**src/rtl/morse_tx.sv**
```systemverilog
// Morse transmitter: snapshots an eight-slot text buffer and keys it out as ITU Morse.
// Optional buzzer tone generator enabled by defining MORSE_TX_TONE_EN.
module morse_tx #(
  parameter int unsigned UNIT_CYCLES = 5_000_000,
  parameter int unsigned TONE_HALF   = 50_000
) (
  input  logic        clk,
  input  logic        rst,
  input  logic        start,
  input  logic        abort,
  input  logic [63:0] text,
  output logic        key,
  output logic        tone,
  output logic        busy,
  output logic        done
);

  localparam int unsigned CNT_W = $clog2(4 * UNIT_CYCLES);

  localparam logic [CNT_W-1:0] CNT_1U = CNT_W'(UNIT_CYCLES - 1);
  localparam logic [CNT_W-1:0] CNT_3U = CNT_W'(3 * UNIT_CYCLES - 1);
  localparam logic [CNT_W-1:0] CNT_4U = CNT_W'(4 * UNIT_CYCLES - 1);

  typedef enum logic [2:0] {
    S_IDLE, S_SCAN, S_ON, S_EGAP, S_CGAP, S_WGAP, S_DONE
  } state_e;

  state_e           state_q, state_d;
  logic [CNT_W-1:0] cnt_q, cnt_d;
  logic [2:0]       idx_q, idx_d;
  logic [63:0]      text_q, text_d;
  logic [4:0]       pat_q, pat_d;
  logic [2:0]       rem_q, rem_d;
  logic             key_q, busy_q, done_q;
  logic             key_d, busy_d, done_d;
  logic             adv;
  logic [7:0]       slot_byte;
  logic [7:0]       code;

  // Returns {length, pattern}; pattern is left-aligned, first element in bit 4, 1 = dash.
  function automatic logic [7:0] morse_lut(input logic [7:0] c);
    logic [7:0] u;
    u = (c >= 8'h61 && c <= 8'h7A) ? (c & 8'hDF) : c;
    case (u)
      8'h41: morse_lut = {3'd2, 5'b01000};  // A
      8'h42: morse_lut = {3'd4, 5'b10000};
      8'h43: morse_lut = {3'd4, 5'b10100};
      8'h44: morse_lut = {3'd3, 5'b10000};
      8'h45: morse_lut = {3'd1, 5'b00000};
      8'h46: morse_lut = {3'd4, 5'b00100};
      8'h47: morse_lut = {3'd3, 5'b11000};
      8'h48: morse_lut = {3'd4, 5'b00000};
      8'h49: morse_lut = {3'd2, 5'b00000};
      8'h4A: morse_lut = {3'd4, 5'b01110};
      8'h4B: morse_lut = {3'd3, 5'b10100};
      8'h4C: morse_lut = {3'd4, 5'b01000};
      8'h4D: morse_lut = {3'd2, 5'b11000};
      8'h4E: morse_lut = {3'd2, 5'b10000};
      8'h4F: morse_lut = {3'd3, 5'b11100};
      8'h50: morse_lut = {3'd4, 5'b01100};
      8'h51: morse_lut = {3'd4, 5'b11010};
      8'h52: morse_lut = {3'd3, 5'b01000};
      8'h53: morse_lut = {3'd3, 5'b00000};
      8'h54: morse_lut = {3'd1, 5'b10000};
      8'h55: morse_lut = {3'd3, 5'b00100};
      8'h56: morse_lut = {3'd4, 5'b00010};
      8'h57: morse_lut = {3'd3, 5'b01100};
      8'h58: morse_lut = {3'd4, 5'b10010};
      8'h59: morse_lut = {3'd4, 5'b10110};
      8'h5A: morse_lut = {3'd4, 5'b11000};
      8'h30: morse_lut = {3'd5, 5'b11111};  // 0
      8'h31: morse_lut = {3'd5, 5'b01111};
      8'h32: morse_lut = {3'd5, 5'b00111};
      8'h33: morse_lut = {3'd5, 5'b00011};
      8'h34: morse_lut = {3'd5, 5'b00001};
      8'h35: morse_lut = {3'd5, 5'b00000};
      8'h36: morse_lut = {3'd5, 5'b10000};
      8'h37: morse_lut = {3'd5, 5'b11000};
      8'h38: morse_lut = {3'd5, 5'b11100};
      8'h39: morse_lut = {3'd5, 5'b11110};
      default: morse_lut = 8'h00;           // length 0 marks a word space
    endcase
  endfunction

  // Slot k lives at text[63-8k -: 8]; its low bit index 8*(7-k) is {~k, 3'b000}.
  assign slot_byte = text_q[{~idx_q, 3'b000} +: 8];
  assign code      = morse_lut(slot_byte);

  always_ff @(posedge clk or posedge rst) begin
    if (rst) begin
      state_q <= S_IDLE;
      cnt_q   <= '0;
      idx_q   <= '0;
      text_q  <= '0;
      pat_q   <= '0;
      rem_q   <= '0;
      key_q   <= 1'b0;
      busy_q  <= 1'b0;
      done_q  <= 1'b0;
    end else begin
      state_q <= state_d;
      cnt_q   <= cnt_d;
      idx_q   <= idx_d;
      text_q  <= text_d;
      pat_q   <= pat_d;
      rem_q   <= rem_d;
      key_q   <= key_d;
      busy_q  <= busy_d;
      done_q  <= done_d;
    end
  end

  always_comb begin
    state_d = state_q;
    cnt_d   = cnt_q + CNT_W'(1);
    idx_d   = idx_q;
    text_d  = text_q;
    pat_d   = pat_q;
    rem_d   = rem_q;
    adv     = 1'b0;

    case (state_q)
      S_IDLE: begin
        if (start && !abort) begin
          text_d  = text;
          idx_d   = 3'd0;
          state_d = S_SCAN;
        end
      end
      S_SCAN: begin
        if (slot_byte == 8'hFF) begin
          adv = 1'b1;
        end else if (code[7:5] != 3'd0) begin
          rem_d   = code[7:5];
          pat_d   = code[4:0];
          state_d = S_ON;
        end else begin
          state_d = S_WGAP;
        end
      end
      S_ON: begin
        if (cnt_q == (pat_q[4] ? CNT_3U : CNT_1U)) begin
          if (rem_q > 3'd1) begin
            rem_d   = rem_q - 3'd1;
            pat_d   = {pat_q[3:0], 1'b0};
            state_d = S_EGAP;
          end else begin
            state_d = S_CGAP;
          end
        end
      end
      S_EGAP: if (cnt_q == CNT_1U) state_d = S_ON;
      S_CGAP: if (cnt_q == CNT_3U) adv = 1'b1;
      S_WGAP: if (cnt_q == CNT_4U) adv = 1'b1;
      S_DONE: state_d = S_IDLE;
      default: state_d = S_IDLE;
    endcase

    // Moving past slot 7 ends the transmission.
    if (adv) begin
      if (idx_q == 3'd7) begin
        state_d = S_DONE;
      end else begin
        idx_d   = idx_q + 3'd1;
        state_d = S_SCAN;
      end
    end

    if (abort && state_q != S_IDLE && state_q != S_DONE) state_d = S_IDLE;

    if (state_d != state_q) cnt_d = '0;

    key_d  = (state_d == S_ON);
    busy_d = (state_d != S_IDLE) && (state_d != S_DONE);
    done_d = (state_d == S_DONE);
  end

  assign key  = key_q;
  assign busy = busy_q;
  assign done = done_q;

`ifdef MORSE_TX_TONE_EN
  localparam int unsigned TW = $clog2(TONE_HALF + 1);

  logic [TW-1:0] tcnt_q;
  logic          tone_q;

  // Tone restarts low at the beginning of every key-high run.
  always_ff @(posedge clk or posedge rst) begin
    if (rst) begin
      tcnt_q <= '0;
      tone_q <= 1'b0;
    end else if (key_d && key_q) begin
      if (tcnt_q == TW'(TONE_HALF - 1)) begin
        tcnt_q <= '0;
        tone_q <= ~tone_q;
      end else begin
        tcnt_q <= tcnt_q + TW'(1);
      end
    end else begin
      tcnt_q <= '0;
      tone_q <= 1'b0;
    end
  end

  assign tone = tone_q;
`else
  assign tone = 1'b0;
`endif

endmodule
```
**config.mk**
```make
export PLATFORM = sky130hd
export DESIGN_NAME = morse_tx
export DESIGN_NICKNAME = d
export VERILOG_FILES = /design/src/rtl/morse_tx.sv
export SDC_FILE = /design/constraint.sdc
export NUM_CORES = 1
export LEC_CHECK = 0
export BUFFER_PORTS_ARGS = -buffer_cell sky130_fd_sc_hd__buf_2
export CORE_MARGIN = 2
export CORE_UTILIZATION = 55
export CTS_CLUSTER_DIAMETER = 150
export CTS_CLUSTER_SIZE = 24
export DETAILED_ROUTE_END_ITERATION = 8
export PLACE_DENSITY = 0.76
export REMOVE_ABC_BUFFERS = 1
export SYNTH_ARGS = -nofsm -noshare
export SYNTH_HDL_FRONTEND = slang
export SYNTH_SLANG_ARGS = --single-unit
export TNS_END_PERCENT = 1
```
**constraint.sdc**
```tcl
create_clock -name clk -period 4.99 [get_ports clk]
set_input_delay 0.998 -clock clk [delete_from_list [all_inputs] [get_ports clk]]
set_output_delay 0.998 -clock clk [all_outputs]
set_load 0.005 [all_outputs]
```
==> flow_results.org, run 1 <==
** Status
- Outcome :: finished, final reports clean

** Logic synthesis
- Largest family of logic cells by synthesized area :: simple AND/OR/NAND/NOR gates
- Synthesis produced a netlist whose cell count is between 600 and 700.
- Sequential area share after synthesis :: between 40 and 50%
- Synth cell types :: 66
- Summing the areas of all fa, ha and maj instances in the mapped netlist gives 2.35% of the synthesized area.
- Synthesized-area fraction occupied by ao, oa, aoi and oai cells :: 14.4%
- EDFF count, synth :: 0
- In this run the cell area of the synthesized design comes to between 6000 and 7000 µm².
- Flip-flop and latch count after synthesis :: between 100 and 150
- For this run, asynchronously set or reset flops after synthesis account for 100%.
- Multiplexer fraction of the synthesized cell area :: approximately a tenth
- Each instance of the synthesized netlist takes up on average a little over 9 µm².
- Simple-gate share of the synthesized area :: 23.9%
- The synthesized netlist devotes ~3.2% of its cell area to XOR and XNOR gates.
- During synthesis, Yosys emitted a total of 0 warnings.
- Most instantiated flip-flop cell in the synthesis netlist :: sky130_fd_sc_hd__dfrtp_1

** Pwr
- Worst IR drop on VDD :: 0.550 mV
- In this run the power density over the cells is approximately 550 nW/µm².
- Total power of the final layout :: around 3900 µW
- The analysis attributes to cell leakage a power of around 0.0033 µW.

** Clock tree
- At the later pin of the worst-skew pair, clock insertion delay measures around 0.36 ns.
- Clk root buf :: sky130_fd_sc_hd__clkbuf_16
- After clock tree synthesis, the repair step resized 0 gates.
- Post-CTS setup-driven buffer insertion count :: 0
- The H-tree generated during clock tree synthesis spans 3 levels.
- Clock-pin slew was measured on the worst setup and hold paths at ~0.07 ns.
- Clock buffer depth :: 2
- Sink Count :: roughly 110
- Number of CTS-inserted buffers :: 9
- In this run, post-CTS hold repair placed 0 buffers.
- TritonCTS built the clock tree.

** Timing
- Period utilisation layout :: between 70% and 80%
- Setup repair after global routing missed its margin :: no
- Remaining max-slew budget at the tightest pin :: between 15 and 20%
- The count of final max-slew check failures came to 0.
- Final Worst Setup Slack :: about 1.0 ns
- Hold timing on the final database bottoms out at a slack of ~0.48 ns.
- For the pin with the worst max-slew slack, the measured transition is 1.20 ns.
- Setup skew after layout :: around 0.008 ns
- Timing-limited maximum frequency :: ~0.25 GHz
- Adding up every negative setup slack in the final design gives 0 ns.
- Final-report hold violation count :: 0
- Setup violations remaining at the end of the flow were counted as 0.
- Final min period :: just under 4 ns

** Finish
- Multi-input gate area :: between 3000 and 4000 µm²
- The count of cells in the finished layout, fillers not included, comes to a little under 900.
- Fill cells in the final layout number around 940.
- Relative to the synthesized area, the layout overhead comes to 11.2%.
- Net count of the finished layout :: between 800 and 900
- Fraction of layout instances using a drive strength above 1 :: between 20% and 30%
- 0 antenna diodes ended up in the layout.
- Reg area :: around 2700 µm²

** Worst setup path
- The worst setup path is launched from a flip-flop.
- Worst Path Arrival :: 4.23 ns
- Worst endpoint required time :: 5.25 ns
- Category of the most critical setup path :: flip-flop to flip-flop
- Maximum fanout along the worst path :: 25
- The worst setup path is captured at a flip-flop.

** Hold path
- The path class of the tightest hold or removal check is flip-flop to flip-flop.

** Detailed routing
- The count of nets left with antenna violations once routing finished came out at 0.
- The detailed router placed between 5000 and 6000 vias in this run.
- Drt total wl :: 15.0 mm
- The detailed router finished its first iteration with 425 violations.
- Number of remaining DRC errors :: 0
- The pre-antenna-repair detailed-routing pass consisted of 6 iterations.
- Ratio of routed vias to standard cells :: a little under 6
- Average routed wire per standard cell :: approximately 17 µm

** Place
- Post-place setup slack :: roughly 1.0 ns
- HPWL Detailed :: 10.7 mm
- Buffers placed on the I/O ports in this run total 70.
- Placed Cells :: 875
- Routability-driven placement finished with a final weighted congestion of approximately 0.94.

** Global route
- Gr usage total :: between 20% and 30%
- Via count of the first global-routing pass :: 5151
- Wire length of the first global-routing pass :: 25.4 mm
- Maximum number of pins on one net before global-route repair :: slightly above 80
- Initial antenna violation count :: 0
- The total overflow left after global routing is 0.

** Die
- Area of the die :: roughly 12000 µm²
- During I/O placement, the number of pins put on the boundary was 72.
- In this run the standard cell core region covers approximately 11000 µm².
- The initial utilization of the core area, before any placement, comes to around 56%.
- Row count :: 39
- In this run the horizontal extent of the chip is approximately 110 µm.
- Die H :: about 110 µm

** Flow run
- Number of max-capacitance violations reported :: 0
final timing paths:
path	start	end	slack (ns)	cells after the start
setup / recovery	idx_q[1]$_DFF_PP0_	cnt_q[0]$_DFF_PP0_	1.02	10
hold / removal	text_q[45]$_DFFE_PP0P_	text_q[45]$_DFFE_PP0P_	0.48	2
setup reg to reg	idx_q[1]$_DFF_PP0_	cnt_q[0]$_DFF_PP0_	1.02	10
hold reg to reg	text_q[45]$_DFFE_PP0P_	text_q[45]$_DFFE_PP0P_	0.48	2
max in group asynchronous	rst	rem_q[1]$_DFFE_PP0P_	3.21	3
min in group asynchronous	rst	cnt_q[11]$_DFF_PP0_	0.87	2
cell usage after synthesis (3+ instances only):
library cell,n,share of area (%)
sky130_fd_sc_hd__dfrtp_1,106,42
sky130_fd_sc_hd__xnor2_1,8,1.1
sky130_fd_sc_hd__nand4b_1,4,0.55
sky130_fd_sc_hd__a32o_1,4,0.63
sky130_fd_sc_hd__a2111oi_0,4,0.55
sky130_fd_sc_hd__buf_2,6,0.47
sky130_fd_sc_hd__inv_1,21,1.2
sky130_fd_sc_hd__nor3_1,9,0.71
sky130_fd_sc_hd__and3_1,10,0.98
sky130_fd_sc_hd__a211oi_2,20,3.9
sky130_fd_sc_hd__nor2_1,30,1.8
sky130_fd_sc_hd__nand2b_1,4,0.39
sky130_fd_sc_hd__buf_6,6,1.1
sky130_fd_sc_hd__a22oi_1,3,0.35
sky130_fd_sc_hd__mux4_2,17,6.0
sky130_fd_sc_hd__nor4bb_1,7,1.1
sky130_fd_sc_hd__a211o_1,3,0.41
sky130_fd_sc_hd__o211ai_1,5,0.59
sky130_fd_sc_hd__buf_4,4,0.47
sky130_fd_sc_hd__mux2i_1,9,1.4
sky130_fd_sc_hd__clkbuf_1,24,1.4
sky130_fd_sc_hd__and3b_1,3,0.41
sky130_fd_sc_hd__a31oi_1,4,0.39
sky130_fd_sc_hd__a21oi_1,7,0.55
sky130_fd_sc_hd__nand4_1,8,0.78
sky130_fd_sc_hd__nand2_1,215,13
sky130_fd_sc_hd__ha_1,12,2.4
sky130_fd_sc_hd__or4_1,4,0.47
sky130_fd_sc_hd__a211oi_1,11,1.3
sky130_fd_sc_hd__and2_1,7,0.69
sky130_fd_sc_hd__mux2_2,10,1.8
sky130_fd_sc_hd__o21ai_0,23,1.8
sky130_fd_sc_hd__nand3_1,23,1.8
sky130_fd_sc_hd__o31a_1,3,0.41
sky130_fd_sc_hd__xor2_1,15,2.1
kinds of logic (layout without fill, tap and decap cells):
logic type	after synthesis	after routing
adders and majority gates	12	12
and+or+nand+nor	338	338
AOI/OAI and AO/OA	110	110
other	1	1
muxes	39	39
DFF	106	106
buffers and inverters	62	119
xor gates and xnor gates	23	23
flip-flops by register name (all words and copies together) (netlist names):
signal   count
busy         1
cnt_q       25
done         1
idx_q        3
key          1
pat_q        5
rem_q        3
state_q      3
text_q      64
power breakdown:
part | switching (µW) | total, µW | internal, µW
clock | 332 | 751 | 419
combinational | 1130 | 1770 | 638
sequential | 225 | 1380 | 1160
total | 1690 | 3900 | 2210
cell usage in the layout (no fill, tap or decap), types with 4 or more instances in the layout:
cell type and instances:
sky130_fd_sc_hd__o211ai_1 5, sky130_fd_sc_hd__nor2_1 30, sky130_fd_sc_hd__buf_2 70, sky130_fd_sc_hd__nor3_1 9
sky130_fd_sc_hd__a2111oi_0 4, sky130_fd_sc_hd__buf_4 12, sky130_fd_sc_hd__nand3_1 22, sky130_fd_sc_hd__a31oi_1 4
sky130_fd_sc_hd__nand2_1 215, sky130_fd_sc_hd__nand2b_1 4, sky130_fd_sc_hd__o21ai_0 23, sky130_fd_sc_hd__a32o_1 4
sky130_fd_sc_hd__a211oi_2 20, sky130_fd_sc_hd__and2_1 7, sky130_fd_sc_hd__xnor2_1 8, sky130_fd_sc_hd__nand4b_1 4
sky130_fd_sc_hd__inv_1 20, sky130_fd_sc_hd__ha_1 12, sky130_fd_sc_hd__or4_1 4, sky130_fd_sc_hd__mux2_2 10
sky130_fd_sc_hd__nand4_1 8, sky130_fd_sc_hd__a211oi_1 11, sky130_fd_sc_hd__clkbuf_16 9, sky130_fd_sc_hd__a21oi_1 7
sky130_fd_sc_hd__xor2_1 15, sky130_fd_sc_hd__dfrtp_1 106, sky130_fd_sc_hd__mux4_2 17, sky130_fd_sc_hd__nor4bb_1 7
sky130_fd_sc_hd__and3_1 9, sky130_fd_sc_hd__mux2i_1 9
critical path: stages, from the launching register on:
cell	delay (ns)
sky130_fd_sc_hd__dfrtp_1	0.41
sky130_fd_sc_hd__mux4_2	0.51
sky130_fd_sc_hd__mux2i_1	0.48
sky130_fd_sc_hd__inv_1	0.17
sky130_fd_sc_hd__ha_1	0.29
sky130_fd_sc_hd__a2111oi_0	0.38
sky130_fd_sc_hd__a211o_1	0.18
sky130_fd_sc_hd__o211ai_2	0.12
sky130_fd_sc_hd__o211ai_4	0.32
sky130_fd_sc_hd__o2111ai_4	0.56
sky130_fd_sc_hd__a211oi_1	0.43
cell type report:
class / instances / area share, %
Multi-Input combinational cell: 523 / 48.4
Inverter: 21 / 1.15
Timing Repair Buffer: 82 / 6.20
Tap cell: 143 / 2.52
Clock inverter: 5 / 0.811
Sequential cell: 106 / 37.4
Clock buffer: 11 / 3.56
per-layer routing:
| layer | wire length (µm) | global-route usage, % |
|---|---|---|
| met5 | 0 | 0 |
| met4 | 388 | 9.79 |
| met3 | 888 | 4.03 |
| met2 | 6630 | 36.2 |
| met1 | 7110 | 37.6 |
stage by stage:
step | instance area (µm²) | utilization [%]
2_1_floorplan | 6160 | -
3_3_place_gp | 6790 | 59.7
3_5_place_dp | 6790 | 59.7
4_1_cts | 7100 | 62.4
5_1_grt | 7100 | 62.4
6_report | 7100 | 62.4
(Power assumes the default switching activity.)
==> inputs of run 2 (changes only) <==
==> constraint.sdc (replaced) <==
create_clock -name clk -period 3.7 [get_ports clk]
set_input_delay 0.74 -clock clk [delete_from_list [all_inputs] [get_ports clk]]
set_output_delay 0.74 -clock clk [all_outputs]
set_load 0.005 [all_outputs]
==> flow_results.org, run 2 (synthesized netlist as in run 1, its figures left out) <==
** Status
- The flow ran to the end, and the final reports show no timing, DRC or antenna violations.

** Clock tree
- At the later pin of the worst-skew pair, clock insertion delay measures 0.35 ns.
- Count of hold buffers inserted by post-cts repair :: 0
- TritonCTS built the clock tree.
- TritonCTS created 9 clock buffers.
- Sink Count :: around 110
- Clock buffer depth :: 2
- The clock tree synthesis step divided the H-tree into 3 levels.
- The tree is rooted in a sky130_fd_sc_hd__clkbuf_16.
- Clock transition at path regs :: roughly 0.070 ns

** Worst setup path
- Max stage delay on crit path :: 0.52 ns
- Cell at the slowest stage of the critical path :: sky130_fd_sc_hd__mux4_2
- CP endpoint kind :: flip-flop
- The setup path with the least slack is of type flip-flop to flip-flop.
- Cell with the most instances on the worst path :: sky130_fd_sc_hd__inv_1
- Of all nets on the critical path, the largest fanout is 25.
- The number of buffers and inverters on the critical path is 3.
- At the worst endpoint, the arrival time is 3.74 ns.
- Crit start category :: flip-flop
- The critical path goes through mux4_2 -> mux2i_1 -> inv_1 -> ha_1 -> and4_4 -> nor4bb_2 -> o211ai_1 -> inv_1 -> or4_1 -> buf_4 -> a211oi_2.
- Grouping stages by cell kind, the critical path spends the most delay in simple AND/OR/NAND/NOR gates.
- Worst endpoint required time :: just under 4 ns

** Die
- Pin placement for this block handled just over 70 I/O pins.
- The initial utilization of the core area, before any placement, comes to 56.1%.
- Area of the die :: ~12000 µm²
- Row count :: 39
- Die span in x :: 112 µm
- The core region is approximately 11000 µm².
- The die is ~110 µm tall.

** Finish
- Cells with a size suffix above 1 make up between 20% and 30% of the layout.
- Multi-input gate area :: ~3500 µm²
- The layout has between 900 and 1000 filler cells.
- In the layout the commonest cells are sky130_fd_sc_hd__nand2_1 (215), sky130_fd_sc_hd__dfrtp_1 (106), sky130_fd_sc_hd__buf_2 (70).
- The net count of the finished layout is 833.
- Across the whole layout, storage elements account for between 2000 and 3000 µm².
- The number of antenna diodes in the final layout is 0.
- The library cell used most frequently in the layout, excluding fill and tap cells, is sky130_fd_sc_hd__nand2_1.
- Non-Filler Instances :: 900
- Layout area overhead :: 12.9%
- Registers with the highest flip-flop counts :: text_q x64, cnt_q x25, pat_q x5
- Post-Layout Inst Area :: 7200 µm²
- Flip-flop count of the largest register after layout :: 64
- The register with the most flip-flops in the final layout is text_q.

** Global route
- Entering global routing, the biggest net connects 90 pins.
- The total overflow left after global routing is 0.
- The initial antenna violation count is 0.
- Via count of the first global-routing pass :: roughly 5300
- In the global route stage, overall resource usage came out at between 20% and 30%.
- Wire length of the first global-routing pass :: 26.3 mm

** Detailed routing
- Antenna violation net count after detailed routing :: 0
- Dividing the detail-routed via count by the number of cells gives 5.91.
- Detailed routing inserted a total of between 5000 and 6000 vias.
- After detailed routing, the average wire length per cell comes to approximately 17 µm.
- The first detailed-routing pass took 5 iterations.
- Summed over all layers, the routed wires come to approximately 15 mm.
- Number of remaining DRC errors :: 0
- For this block, the initial DRC count from the detailed router was 325.

** Timing
- Setup repair after global routing left no endpoint under its margin.
- Final hold slack :: between 0.4 and 0.5 ns
- Final-report hold violation count :: 0
- Final min period :: 3.48 ns
- Slew at the pin closest to its max-slew limit :: ~1.1 ns
- Setup violations remaining at the end of the flow were counted as 0.
- Remaining max-slew budget at the tightest pin :: 27.9%
- The clock arrives with 0.00701 ns of skew.
- For this run, the top clock speed supported by timing is 0.287 GHz.
- The final critical path takes up 94.1% of the cycle.
- Pins over their slew limit :: 0

** Place
- The number of placed instances, taps included, is around 890.
- Port Buf Inserts :: 70
- Final weighted congestion in routability-driven placement :: ~0.95
- Placement-stage cell area :: ~6900 µm²
- HPWL Detailed :: between 10 and 15 mm

** Hold path
- The tightest min-delay check is of the flip-flop to flip-flop type.

** Pwr
- Across the VDD grid, the largest voltage drop is about 0.67 mV.
- After layout, the design draws a total of 5370 µW.
- Cell leakage power :: 0.00331 µW
- For this design the ratio of total power to cell area is around 750 nW/µm².

** Flow run
- Number of max-capacitance violations reported :: 0
## run 2: cell types whose count changed in the layout (fill, tap and decap cells not counted), sizes merged
cell    previous run  this run
buf               82        92
clkbuf            11        10
clkinv             2         1
inv               23        24
## run 2: area by class of cell
class | instances | area share, %
clock inverters | 5 | 0.851
clock buffers | 10 | 3.18
inverters | 21 | 1.13
repair buffers | 92 | 7.61
flip-flops and latches | 106 | 36.8
well taps | 143 | 2.48
multi-input cells | 523 | 47.9
## run 2: through the flow
step / util, % / TNS (ns) / setup WS (ns)
3_5_place_dp: 60.6 / 0 / 0.149
5_1_grt: 63.4 / 0 / 0.0106
2_1_floorplan: - / -12.63 / -0.511
6_report: 63.4 / 0 / 0.219
4_1_cts: 63.1 / 0 / 0.143
3_3_place_gp: 60.6 / 0 / 0.301
## run 2: path summary, 6_finish.rpt
| path | depth (start not counted) | from | to | slack [ns] |
|---|---|---|---|---|
| min in group asynchronous | 2 | rst | cnt_q[2]$_DFF_PP0_ | 0.66 |
| worst max register to register | 11 | idx_q[0]$_DFF_PP0_ | cnt_q[8]$_DFF_PP0_ | 0.22 |
| worst min register to register | 2 | text_q[21]$_DFFE_PP0P_ | text_q[21]$_DFFE_PP0P_ | 0.48 |
| max in group asynchronous | 3 | rst | text_q[26]$_DFFE_PP0P_ | 2.16 |
| worst min-delay path | 2 | text_q[21]$_DFFE_PP0P_ | text_q[21]$_DFFE_PP0P_ | 0.48 |
| worst max-delay path | 11 | idx_q[0]$_DFF_PP0_ | cnt_q[8]$_DFF_PP0_ | 0.22 |
## run 2: per-layer routing
| metal | vias up | track usage [%] | wire length [µm] |
|---|---|---|---|
| met5 | - | 0 | 0 |
| met3 | 25 | 5.77 | 868 |
| met4 | 0 | 8.40 | 306 |
| li1 | 2535 | - | - |
| met2 | 182 | 39.6 | 7050 |
| met1 | 2574 | 36.8 | 6970 |
## run 2: worst min-delay path, cell delays in order, from the launching register on
cell	delay (ns)
sky130_fd_sc_hd__dfrtp_1	0.34
sky130_fd_sc_hd__nand2_1	0.05
sky130_fd_sc_hd__nand2_1	0.05
## run 2: repair_timing
item,in CTS,in global routing
endpoints found under the setup margin,0,25
buffers inserted,0,0
resized for setup,0,6
## run 2: power by group
part | switching (µW) | internal, µW
clock network | 440 | 528
logic | 1560 | 990
registers | 292 | 1560
==> inputs of run 3 (changes only) <==
==> constraint.sdc (replaced) <==
create_clock -name clk -period 3.55 [get_ports clk]
set_input_delay 0.71 -clock clk [delete_from_list [all_inputs] [get_ports clk]]
set_output_delay 0.71 -clock clk [all_outputs]
set_load 0.005 [all_outputs]
==> flow_results.org, run 3 (synthesized netlist as in run 1, its figures left out) <==
** Status
- The flow ran to the end, and the final reports show no timing, DRC or antenna violations.

** Pwr
- Worst IR drop on VDD :: between 0.3 and 0.4 mV
- Cell leakage power :: roughly 0.0033 µW
- Combinational logic burns slightly below 50% of the power.
- Net switching is a little over two fifths of the power.
- Power per standard cell area :: 777 nW/µm²
- The internal portion of the total power is around 3200 µW.
- Total power for the finished layout comes to about 5700 µW.
- The share of total power dissipated in sequential elements is 34.1%.
- For this design the total switching power over the nets is about 2400 µW.
- Clock share of power :: about 18%

** Clock tree
- Number of CTS-inserted buffers :: 9
- CTS tree :: yes
- The tree is rooted in a sky130_fd_sc_hd__clkbuf_16.
- The number of hold buffers added after CTS was 0.
- The clock tree synthesis step divided the H-tree into 3 levels.
- Counting every sink on the clock net gives 106.
- Clock buffer depth :: 2
- Clock transition at path regs :: approximately 0.08 ns
- Worst skew pair latency :: between 0.3 and 0.4 ns

** Detailed routing
- Ratio of routed vias to standard cells :: just under 6
- The first detailed-routing pass ran for 5 iterations.
- Number of remaining DRC errors :: 0
- Total number of vias :: 5362
- In the final routed layout, each cell accounts on average for between 15 and 20 µm.
- After detailed routing, the total wire length is about 15 mm.
- Antenna violation net count after detailed routing :: 0
- For this block, the initial DRC count from the detailed router was around 440.

** Global route
- Via count of the first global-routing pass :: between 5000 and 6000
- The initial antenna violation count was 0.
- The total overflow left after global routing is 0.
- Gr usage total :: between 20% and 30%
- The first global-routing pass estimated around 26 mm of wire.
- Entering global routing, the biggest net connects 78 pins.

** Finish
- From synthesis to final layout, the design area changed by 14.0%.
- In the layout the commonest cells are sky130_fd_sc_hd__nand2_1 (215), sky130_fd_sc_hd__dfrtp_1 (105), sky130_fd_sc_hd__buf_2 (70).
- The register with the most flip-flops in the layout has 64 of them.
- At the end of the flow, the number of nets in the layout was ~840.
- Leaving out fill and tap cells, the most frequent cell in the layout is sky130_fd_sc_hd__nand2_1.
- The number of antenna diodes in the final layout is 0.
- Fraction of layout instances using a drive strength above 1 :: 23.6%
- Biggest register :: text_q
- At the end of the flow the core is filled with cells to 64.0%.
- The largest registers in the layout are text_q x64, cnt_q x25, pat_q x5.
- The finished layout holds about 900 standard cells, fillers aside.

** Timing
- Remaining max-slew budget at the tightest pin :: 58.3%
- Timing-limited maximum frequency :: 0.295 GHz
- The count of final max-slew check failures was 0.
- For the pin with the worst max-slew slack, the measured transition is between 0.6 and 0.7 ns.
- Setup violations remaining at the end of the flow were counted as 0.
- Period utilisation layout :: 95.4%
- The count of endpoints failing hold in the final timing report came to 0.
- Final min period :: 3.39 ns
- Setup repair after global routing left no endpoint under its margin.
- Setup skew after layout :: 0.0135 ns
- For the final routed database, the setup TNS stands at 0 ns.

** Die
- Core Box Area :: 11400 µm²
- I/O pin total :: 72
- The die is 112 µm wide.
- The die is roughly 110 µm tall.
- The floorplan has 39 rows.
- For this configuration, the core starts out at a cell density of a little under three fifths.
- Area of the die :: around 12000 µm²

** Place
- Placed Cells :: a little under 900
- Port Buf Inserts :: 70
- HPWL Detailed :: ~11 mm
- Final weighted congestion in routability-driven placement :: approximately 0.94

** Worst setup path
- CP endpoint kind :: flip-flop
- Data arrives at the worst endpoint at between 3 and 4 ns.
- Along the worst path, the maximum fanout reaches 25.
- Category of the most critical setup path :: flip-flop to flip-flop
- Worst endpoint required time :: roughly 3.8 ns
- The worst setup path is launched from a flip-flop.

** Flow run
- Number of max-capacitance violations reported :: 0

** Hold path
- HP Class :: primary input to async pin
run 3: final timing paths:
path	start	to	slack, ns	depth (start not counted)
worst max-delay path	idx_q[1]$_DFF_PP0_	cnt_q[0]$_DFF_PP0_	0.16	11
worst min-delay path	rst	cnt_q[10]$_DFF_PP0_	0.34	2
max in group asynchronous	rst	idx_q[0]$_DFF_PP0_	2.47	3
worst max register to register	idx_q[1]$_DFF_PP0_	cnt_q[0]$_DFF_PP0_	0.16	11
worst min register to register	text_q[11]$_DFFE_PP0P_	text_q[11]$_DFFE_PP0P_	0.48	2
min in group clk	text_q[11]$_DFFE_PP0P_	text_q[11]$_DFFE_PP0P_	0.48	2
run 3: what timing repair did:
item	in CTS	in global routing
setup buffers	0	2
gates resized for setup	0	9
endpoints found under the setup margin	0	25
run 3: metrics by stage:
stage | cell area [µm²] | setup WS (ns) | hold slack (ns)
floorplan | 6160 | -0.661 | 0.440
global placement | 6930 | 0.224 | 0.454
detailed placement | 6930 | 0.0894 | 0.461
CTS | 7230 | 0.0557 | 0.357
global route | 7280 | 0.0200 | 0.367
finish | 7280 | 0.164 | 0.345
run 3: worst max-delay path: stages, from the launching register on:
cell and delay, ns:
sky130_fd_sc_hd__dfrtp_1 0.43, sky130_fd_sc_hd__buf_6 0.23, sky130_fd_sc_hd__mux4_2 0.53, sky130_fd_sc_hd__mux2_2 0.34, sky130_fd_sc_hd__and3_1 0.16, sky130_fd_sc_hd__o31a_1 0.31
sky130_fd_sc_hd__o211ai_2 0.25, sky130_fd_sc_hd__o211ai_4 0.15, sky130_fd_sc_hd__buf_4 0.17, sky130_fd_sc_hd__a31o_2 0.23, sky130_fd_sc_hd__buf_12 0.18, sky130_fd_sc_hd__a211oi_1 0.29
run 3: final cells by class:
class	instances	area (µm²)
inverters	21	81.3
multi-input cells	523	3450
fillers	916	4090
clock inverters	6	61.3
clock buffers	10	239
flip-flops and latches	106	2650
well taps	143	179
repair buffers	98	613
run 3: routing by layer:
layer	part of all wire (%)	GRT usage, %	vias up
met5	0	0	-
met4	2.2	8.23	0
met3	6.0	4.41	23
met2	47	40.2	205
met1	45	36.0	2583
li1	-	-	2551
run 3: power by group through the flow:
stage | registers, µW | clock network (µW) | logic, µW
2_1_floorplan | 1830 | 0 | 1850
3_3_place_gp | 1920 | 0 | 2580
3_5_place_dp | 1940 | 0 | 2630
4_1_cts | 1920 | 1020 | 2650
5_1_grt | 1970 | 1070 | 3000
6_report | 1930 | 1000 | 2720
